$ cat config.mk
export PLATFORM = sky130hd
export DESIGN_NAME = pack_mode_controller
export DESIGN_NICKNAME = d
export VERILOG_FILES = /design/src/rtl/pack_mode_controller.sv
export SDC_FILE = /design/constraint.sdc
export NUM_CORES = 1
export LEC_CHECK = 0
export ABC_AREA = 1
export BUFFER_PORTS_ARGS = -buffer_cell sky130_fd_sc_hd__buf_2
export CAP_MARGIN = 20
export CORE_AREA = 8 8 79 60
export CTS_BUF_LIST = sky130_fd_sc_hd__clkbuf_16
export DETAILED_ROUTE_END_ITERATION = 12
export DIE_AREA = 0 0 87 68
export GPL_TIMING_DRIVEN = 0
export PLACE_DENSITY_LB_ADDON = 0.08
export SLEW_MARGIN = 25
export SYNTH_ARGS = -nofsm -noshare
export SYNTH_HDL_FRONTEND = slang
export SYNTH_SLANG_ARGS = --single-unit
export TNS_END_PERCENT = 20
$ cat constraint.sdc
create_clock -name clk -period 1.3 [get_ports clk]
set_input_delay 0.065 -clock clk [delete_from_list [all_inputs] [get_ports clk]]
set_output_delay 0.065 -clock clk [all_outputs]
set_load 0.005 [all_outputs]
$ cat src/rtl/pack_mode_controller.sv
// Battery pack operating-mode FSM: precharge, charge/discharge, all-off dwell and latched fault.
// Optional `SOC_HYST_EN adds a hysteresis band to the IDLE entry thresholds.
module pack_mode_controller #(
    parameter logic [7:0] SOC_CHG_STOP  = 8'd100,
    parameter logic [7:0] SOC_DSG_STOP  = 8'd5,
    parameter logic [7:0] SOC_HYST      = 8'd3,
    parameter logic [7:0] PRECHG_CYCLES = 8'd16,
    parameter logic [7:0] DWELL_CYCLES  = 8'd8
) (
    input  logic       clk,
    input  logic       rst_n,
    input  logic       charge_req,
    input  logic       discharge_req,
    input  logic [7:0] soc_percent,
    input  logic       fault_in,
    input  logic       fault_clr,
    output logic       charge_en_fsm,
    output logic       discharge_en_fsm,
    output logic       precharge_en,
    output logic       fault_latched,
    output logic [2:0] state_o
);

    localparam int unsigned CNT_W = 8;
    localparam int unsigned THR_W = 9;

`ifdef SOC_HYST_EN
    localparam bit HYST_ON = 1'b1;
`else
    localparam bit HYST_ON = 1'b0;
`endif

    // Entry thresholds are one bit wider so the hysteresis sum cannot overflow.
    localparam logic [7:0]       HYST      = HYST_ON ? SOC_HYST : 8'd0;
    localparam logic [THR_W-1:0] CHG_ENTRY = (HYST > SOC_CHG_STOP) ? THR_W'(0)
                                           : THR_W'(SOC_CHG_STOP) - THR_W'(HYST);
    localparam logic [THR_W-1:0] DSG_ENTRY = THR_W'(SOC_DSG_STOP) + THR_W'(HYST);

    typedef enum logic [2:0] {
        S_IDLE   = 3'd0,
        S_PRECHG = 3'd1,
        S_CHARGE = 3'd2,
        S_DISCHG = 3'd3,
        S_DWELL  = 3'd4,
        S_FAULT  = 3'd5
    } state_e;

    state_e           state_q, state_d;
    logic [CNT_W-1:0] cnt_q, cnt_d;
    logic             tgt_dsg_q, tgt_dsg_d;
    logic             chg_en_q, dsg_en_q, pre_en_q, flt_q;

    logic             chg_entry_ok_c;
    logic             dsg_entry_ok_c;
    logic             prechg_abort_c;
    logic [CNT_W-1:0] cnt_inc_c;

    assign chg_entry_ok_c = {1'b0, soc_percent} < CHG_ENTRY;
    assign dsg_entry_ok_c = {1'b0, soc_percent} > DSG_ENTRY;
    assign prechg_abort_c = tgt_dsg_q ? (!discharge_req || charge_req)
                                      : (!charge_req || discharge_req);
    assign cnt_inc_c      = (cnt_q == '1) ? cnt_q : cnt_q + CNT_W'(1);

    // Next-state logic; fault_in overrides every other transition.
    always_comb begin
        state_d   = state_q;
        cnt_d     = cnt_q;
        tgt_dsg_d = tgt_dsg_q;
        if (fault_in) begin
            state_d   = S_FAULT;
            cnt_d     = '0;
            tgt_dsg_d = 1'b0;
        end else begin
            case (state_q)
                S_IDLE: begin
                    if (charge_req && !discharge_req && chg_entry_ok_c) begin
                        state_d   = S_PRECHG;
                        cnt_d     = CNT_W'(1);
                        tgt_dsg_d = 1'b0;
                    end else if (discharge_req && !charge_req && dsg_entry_ok_c) begin
                        state_d   = S_PRECHG;
                        cnt_d     = CNT_W'(1);
                        tgt_dsg_d = 1'b1;
                    end
                end
                S_PRECHG: begin
                    if (prechg_abort_c) begin
                        state_d   = S_DWELL;
                        cnt_d     = CNT_W'(1);
                        tgt_dsg_d = 1'b0;
                    end else if (cnt_q >= PRECHG_CYCLES) begin
                        state_d   = tgt_dsg_q ? S_DISCHG : S_CHARGE;
                        cnt_d     = '0;
                        tgt_dsg_d = 1'b0;
                    end else begin
                        cnt_d = cnt_inc_c;
                    end
                end
                S_CHARGE: begin
                    if (!charge_req || discharge_req || soc_percent >= SOC_CHG_STOP) begin
                        state_d = S_DWELL;
                        cnt_d   = CNT_W'(1);
                    end
                end
                S_DISCHG: begin
                    if (!discharge_req || charge_req || soc_percent <= SOC_DSG_STOP) begin
                        state_d = S_DWELL;
                        cnt_d   = CNT_W'(1);
                    end
                end
                S_DWELL: begin
                    if (cnt_q >= DWELL_CYCLES) begin
                        state_d = S_IDLE;
                        cnt_d   = '0;
                    end else begin
                        cnt_d = cnt_inc_c;
                    end
                end
                S_FAULT: begin
                    if (fault_clr) begin
                        state_d = S_DWELL;
                        cnt_d   = CNT_W'(1);
                    end
                end
                default: begin
                    state_d   = S_FAULT;
                    cnt_d     = '0;
                    tgt_dsg_d = 1'b0;
                end
            endcase
        end
    end

    // Outputs are decoded from the next state so they line up with state_o.
    always_ff @(posedge clk or negedge rst_n) begin
        if (!rst_n) begin
            state_q   <= S_IDLE;
            cnt_q     <= '0;
            tgt_dsg_q <= 1'b0;
            chg_en_q  <= 1'b0;
            dsg_en_q  <= 1'b0;
            pre_en_q  <= 1'b0;
            flt_q     <= 1'b0;
        end else begin
            state_q   <= state_d;
            cnt_q     <= cnt_d;
            tgt_dsg_q <= tgt_dsg_d;
            chg_en_q  <= (state_d == S_CHARGE);
            dsg_en_q  <= (state_d == S_DISCHG);
            pre_en_q  <= (state_d == S_PRECHG);
            flt_q     <= (state_d == S_FAULT);
        end
    end

    assign charge_en_fsm    = chg_en_q;
    assign discharge_en_fsm = dsg_en_q;
    assign precharge_en     = pre_en_q;
    assign fault_latched    = flt_q;
    assign state_o          = state_q;

endmodule
==> key figures, run 1 <==
Status
  – Status: finished with violations
  – Failing checks: setup timing

Setup path
  – Worst path slowest cell: dfrtp_2
  – CP arrival: 1.61 ns
  – CP required: 1.49 ns
  – WS Path Type: flop to flop
  – Worst-case reg-to-reg path depth: 7
  – Crit end category: flop
  – Worst flop-to-flop path startpoint: state_o[1]
  – Startpoint Class: flop
  – CP Launch Point: state_o[1]
  – Max incr delay on CP: 0.49 ns
  – Critical path cell sequence: nor3_4 -> nand3_2 -> o21ai_1 -> nand2_1 -> a21oi_1 -> nand2_1 -> nand2_1
  – R2R Setup Slk: -0.12 ns
  – CP max FO: 7
  – Setup crit end: cnt_q[0]
  – Worst path depth: 7
  – Cell mode on critical path: nand2_1
  – Cell family contributing the most delay on the critical path: simple AND/OR/NAND/NOR gates
  – Bufs and invs on worst path: 0
  – Reg-to-Reg End: cnt_q[0]

STA
  – Setup Viol. Count Final: 14
  – Worst rel slew slack: 0.748
  – Final period util: 1.09
  – Total negative slack: -0.915 ns
  – Final worst setup slack: -0.122 ns
  – Max Freq: 0.703 GHz
  – RSZ-0062 raised after global routing: true
  – Clock Skews: 0.00298 ns
  – Least-Margin Pin Slew: 0.378 ns
  – Endpoints failing hold: 0
  – Slew Limit Fails: 0
  – Tmin final: 1.42 ns

Layout
  – NumNets Final: 246
  – Commonest non-fill, non-tap cell in the layout: nand2_1
  – Cell Count, Final, Fillers Out: 281
  – Most frequent cells in the layout: nand2_1 (44), inv_1 (26), nor2_1 (23)
  – Util after Layout: 0.475
  – Layout fillers: 397
  – Share of post-route cells with drive strength above 1: 0.384
  – Area grow syn2layout: 43.6%
  – Antenna Cells: 0

Power
  – Total power: 1.52 mW
  – P per Cell Area: 880 mW/mm2
  – Max IR drop VDD: 0.000652 V
  – Pleak: 0.904 nW

Placed design
  – Inst Count DP: 260
  – Gpl congestion: 0.835
  – Post-place setup slack: -0.219 ns
  – Input/output buffers: 20
  – Hpwl dp: 2.49 mm

GRT
  – Overflow left after global routing: 0
  – Antenna violations before repair: 0
  – Largest net degree at the start of global routing: 17
  – Overall global routing resource usage: 0.120
  – Vias in the first global route: 1248
  – First-pass GRT wire length: 5.49 mm

Clocking
  – Clock root buffer: clkbuf_16
  – CTS Buffer Depth: 2
  – Clk Latency, worst-skew pair: 0.25 ns
  – CTS buffer count: 3
  – Clk sink count: 16
  – CTS tree: built
  – Clock Pin Slew Worst Setup and Hold Paths: 0.05 ns
  – Number of H-tree levels: 1

Worst hold path
  – Hold crit path type: input port to flop

Floorplanning
  – Placement Rows: 19
  – Die Span Y: 68 um
  – Starting Density: 0.331
  – Ports: 21
  – Core area: 0.00364 mm2
  – Die W: 87 um
  – Die Area: 0.00592 mm2

Yosys
  – Yosys warnings: 0
  – Yosys top cell area share: 0.333
  – Distinct cells, synth: 21
  – Mapped Avg Cell Area: 6.40 um2
  – Synth Register Bits: 16
  – Sequential fraction of the synthesis area: 0.333
  – Largest area contributor in the netlist: dfrtp_1
  – Syn Nets: 204
  – Synth Instances: 188
  – Largest cells by area after synthesis: dfrtp_1 (33%), nand2_1 (15%), inv_1 (9.4%), nor2_1 (8.4%), nand3_1 (6.7%)
  – Netlist Area Pre-Place: 0.00120 mm2

Detailed routing
  – Via count: 1272
  – DRC viols: 0
  – Number of routed nets with antenna violations: 0
  – Drt wl/cell: 12.1 um
  – First drt pass iteration count: 4
  – Drt initial violations: 44
  – Vias per std cell: 4.53
  – Routed WL: 3.41 mm

Flow run
  – Number of max-cap violations: 0
## sequential cells by signal, indices dropped and copies added (netlist names)
register,flops
charge_en_fsm,1
cnt_q,8
discharge_en_fsm,1
fault_latched,1
precharge_en,1
state_o,3
tgt_dsg_q,1
## cell usage after synthesis
master    instances
nand2_1          49
inv_1            30
nor2_1           27
dfrtp_1          16
nand3_1          16
a21oi_1           7
o21ai_0           7
inv_2             6
nand2_2           5
nand4_1           5
nand3_2           4
nor2_2            4
ha_1              2
nor3_2            2
o211ai_1          2
buf_2             1
nor2_4            1
nor3_1            1
o21ai_1           1
o21ai_2           1
xor2_1            1
## how the worst min path moves through the flow
stage | from | end | slack [ns] | cells after the start
finish | fault_in | cnt_q[0] | 0.14 | 4
global route | fault_in | cnt_q[0] | 0.15 | 4
CTS | fault_in | cnt_q[0] | 0.13 | 4
detailed placement | rst_n | cnt_q[1] | 0.01 | 1
global placement | rst_n | cnt_q[1] | -0.001 | 1
floorplan | rst_n | charge_en_fsm | -0.23 | 0
## through the flow
| stage | hold WS, ns | instance area, um2 |
|---|---|---|
| floorplan | -0.231 | 1210 |
| global placement | -0.00137 | 1380 |
| detailed placement | 0.0129 | 1380 |
| CTS | 0.129 | 1610 |
| global route | 0.148 | 1730 |
| finish | 0.143 | 1730 |
## per-layer routing
layer	track usage	wire length (um)	share of wire
met5	0	0	0
met4	0.0192	8	0.0023
met3	0.0420	172	0.050
met2	0.197	1650	0.48
met1	0.151	1580	0.46
## cell type report
type	count	area, um2	share of cell area
buffer	1	11.3	0.00652
clock inverter	1	3.75	0.00217
timing repair buffer	37	230	0.133
sequential	16	405	0.235
inverter	36	143	0.0826
multi-input combinational	135	793	0.459
clock buffer	3	75.1	0.0435
tap	52	65.1	0.0377
## power by group
| part | switching [mW] | internal [mW] | total, mW |
|---|---|---|---|
| sequential | 0.0253 | 0.524 | 0.550 |
| combinational | 0.204 | 0.149 | 0.353 |
| clock | 0.209 | 0.409 | 0.618 |
## cells by family (layout without fill, tap and decap cells)
family,count (synthesis),count (layout),share of synthesized area
AOI/OAI and AO/OA,18,18,0.0822
xor gates and xnor gates,1,1,0.00729
adders and majority gates,2,2,0.0208
buffers and inverters,37,78,0.117
DFF,16,16,0.333
and+or+nand+nor,114,114,0.440
## worst reg2reg max path, cell delays in order (launching register included)
cell and delay (ns):
dfrtp_2 0.49, nor3_4 0.29, nand3_2 0.15, o21ai_1 0.11, nand2_1 0.06, a21oi_1 0.14
nand2_1 0.07, nand2_1 0.06
## repair_timing
| item | in CTS | in global routing |
|---|---|---|
| hold buffers | 1 | 0 |
| pin swaps | 14 | 16 |
| buffers inserted | 7 | 9 |
| resized for setup | 26 | 14 |
| endpoints found under the setup margin | 16 | 16 |
| hold endpoints to repair | 16 | 0 |
Note: power is estimated with default switching activity, not from simulation.
==> run 2, diff against run 1 <==
--- a/config.mk
+++ b/config.mk
@@ -14,6 +14,7 @@
 export DIE_AREA = 0 0 87 68
 export GPL_TIMING_DRIVEN = 0
 export PLACE_DENSITY_LB_ADDON = 0.08
+export SETUP_SLACK_MARGIN = 0.15
 export SLEW_MARGIN = 25
 export SYNTH_ARGS = -nofsm -noshare
 export SYNTH_HDL_FRONTEND = slang
==> run 2 against run 1 <==
  * The run still ends with setup timing left
  * First-iteration DRC count unchanged
  * Sequential cell count unchanged
  * Setup slack better by 0.023 ns
  * Via count about the same
  * Largest cell class unchanged
  * Largest power group unchanged
==> key figures, run 2 (synthesized netlist as in run 1, its figures left out) <==
Power
  – Pleak: 0.898 nW (-0.61%)
  – Pint: 1.07 mW (-1.4%)
  – Switch Pwr: 0.418 mW (-4.5%)
  – Flop pwr share: 0.369 (+0.007)
  – P per Cell Area: 874 mW/mm2 (-0.71%)
  – Clock power share: 0.409 (+0.003)
  – Max IR drop VDD: 0.000687 V (+5.4%)
  – Logic pwr share: 0.222 (-0.010)
  – Switching part of the total power: 0.281 (-0.00647)

GRT
  – Most used routing layer: met2
  – Largest net degree at the start of global routing: 17 (unchanged)
  – Antenna violations before repair: 0 (unchanged)
  – Vias in the first global route: 1234 (-1.1%)
  – GR met1 Demand/Resource: 0.143 (-0.00843)
  – Overflow left after global routing: 0 (unchanged)
  – Overall global routing resource usage: 0.116 (-0.00385)
  – GRT met3 Usage: 0.0360 (-0.00600)
  – First-pass GRT wire length: 5.42 mm (-1.3%)
  – Met2 Usage GRT: 0.198 (+0.000949)

Placed design
  – Input/output buffers: 20 (unchanged)
  – Post-place setup slack: -0.219 ns (+0.000366 ns)
  – Inst Count DP: 260 (unchanged)
  – Hpwl dp: 2.41 mm (-3.2%)
  – Gpl congestion: 0.814 (-2.5%)

STA
  – Total negative slack: -0.568 ns (+0.347 ns)
  – Clock Skews: 0.00442 ns (+0.00144 ns)
  – Worst rel slew slack: 0.760 (+0.0126)
  – Endpoints failing hold: 0 (unchanged)
  – Final hold slack: 0.130 ns (-0.0128 ns)
  – Final period util: 1.08 (-0.0180)
  – RSZ-0062 raised after global routing: true
  – Max Freq: 0.715 GHz (+1.7%)
  – Least-Margin Pin Slew: 0.359 ns (-0.0189 ns)
  – Tmin final: 1.40 ns (-0.0234 ns)
  – Setup Viol. Count Final: 13 (-1)
  – Final worst setup slack: -0.0988 ns (+0.0234 ns)
  – Slew Limit Fails: 0 (unchanged)

Layout
  – Layout fillers: 380 (-4.3%)
  – Max FFs per register: 8 (unchanged)
  – Cell Count, Final, Fillers Out: 279 (-0.71%)
  – Antenna Cells: 0 (unchanged)
  – Top reg by flops: cnt_q
  – Share of post-route cells with drive strength above 1: 0.383 (-0.00102)
  – Commonest non-fill, non-tap cell in the layout: nand2_1
  – Most frequent cells in the layout: nand2_1 (42), inv_1 (26), nor2_1 (23)
  – Area grow syn2layout: 41.3%
  – NumNets Final: 244 (-0.81%)

Floorplanning
  – Ports: 21 (unchanged)
  – Starting Density: 0.331 (unchanged)
  – Placement Rows: 19 (unchanged)
  – Die W: 87 um (unchanged)
  – Die Area: 0.00592 mm2 (unchanged)
  – Die Span Y: 68 um (unchanged)
  – Core area: 0.00364 mm2 (unchanged)

Clocking
  – CTS Buffer Depth: 2 (unchanged)
  – CTS tree: built
  – CTS buffer count: 3 (unchanged)
  – Clock Pin Slew Worst Setup and Hold Paths: 0.05 ns (about the same)
  – Clk Latency, worst-skew pair: 0.25 ns (about the same)
  – Number of H-tree levels: 1 (unchanged)
  – Clk sink count: 16 (unchanged)
  – Clock root buffer: clkbuf_16

Detailed routing
  – Number of routed nets with antenna violations: 0 (unchanged)
  – Drt initial violations: 44 (unchanged)
  – DRC viols: 0 (unchanged)
  – Routed WL: 3.21 mm (-5.7%)
  – Vias per std cell: 4.56 (+0.64%)
  – Drt wl/cell: 11.5 um (-5.0%)
  – Via count: 1271 (-0.079%)
  – First drt pass iteration count: 5 (+1)

Setup path
  – CP arrival: 1.58 ns (-0.03 ns)
  – Startpoint Class: flop
  – CP required: 1.49 ns (about the same)
  – WS Path Type: flop to flop
  – CP max FO: 6 (-1)
  – Crit end category: flop

Flow run
  – Number of max-cap violations: 0 (unchanged)

Status
  – Failing checks: setup timing
  – Status: finished with violations

Worst hold path
  – Hold crit path type: input port to flop
## run 2: cell types whose count changed in the layout (fill, tap and decap cells not counted), sizes merged
cell / delta
buf: -2
## run 2: worst paths after layout
kind                                from          to  slack (ns)  cells after the start
worst min register to register  cnt_q[3]    cnt_q[3]        0.56                      2
max in group asynchronous          rst_n  state_o[1]        0.75                      2
min in group asynchronous          rst_n    cnt_q[3]        0.26                      2
worst max register to register  cnt_q[6]    cnt_q[4]        -0.1                      8
worst min-delay path            fault_in    cnt_q[0]        0.13                      4
worst max-delay path            cnt_q[6]    cnt_q[4]        -0.1                      8
## run 2: what timing repair did
item / in CTS / in global routing
pin swaps: 13 / 15
endpoints found under the hold margin: 16 / 0
buffers inserted: 11 / 3
hold buffers: 1 / 0
endpoints found under the setup margin: 16 / 16
gates resized for setup: 22 / 14
## run 2: layout make-up
type | instances | area (um2) | share of cell area
Sequential cell | 16 | 404 | 0.238
Buffer | 1 | 11.3 | 0.00663
Tap cell | 52 | 65.1 | 0.0383
Inverter | 36 | 143 | 0.0839
Multi-Input combinational cell | 135 | 782 | 0.460
Clock inverter | 1 | 3.75 | 0.00221
Clock buffer | 3 | 75.1 | 0.0442
Timing Repair Buffer | 35 | 215 | 0.127
## run 2: metal layers
| metal | share of wire | vias up |
|---|---|---|
| met5 | 0 | - |
| met4 | 0.0019 | 0 |
| met3 | 0.041 | 2 |
| met2 | 0.48 | 21 |
| met1 | 0.48 | 585 |
| li1 | - | 663 |
## run 2: critical path: stages (launching register included)
cell,delay (ns)
dfrtp_1,0.41
nor2_4,0.15
nand3_4,0.12
buf_4,0.16
nor2_2,0.10
inv_1,0.06
a21oi_2,0.15
o211ai_1,0.11
nand2_1,0.08
## run 2: stage by stage
step	util	power (mW)	instance area (um2)
final	0.467	1.49	1700
after global routing	0.467	1.57	1700
after CTS	0.452	1.48	1640
after detailed placement	0.384	0.824	1400
after global placement	0.384	0.822	1400
after floorplan	-	0.731	1230
## run 2: power by group through the flow
stage | Sequential, mW | Combinational [mW] | Clock [mW]
2_1_floorplan | 0.554 | 0.176 | 0
3_3_place_gp | 0.558 | 0.264 | 0
3_5_place_dp | 0.558 | 0.266 | 0
4_1_cts | 0.547 | 0.319 | 0.616
5_1_grt | 0.552 | 0.372 | 0.647
6_report | 0.548 | 0.330 | 0.608
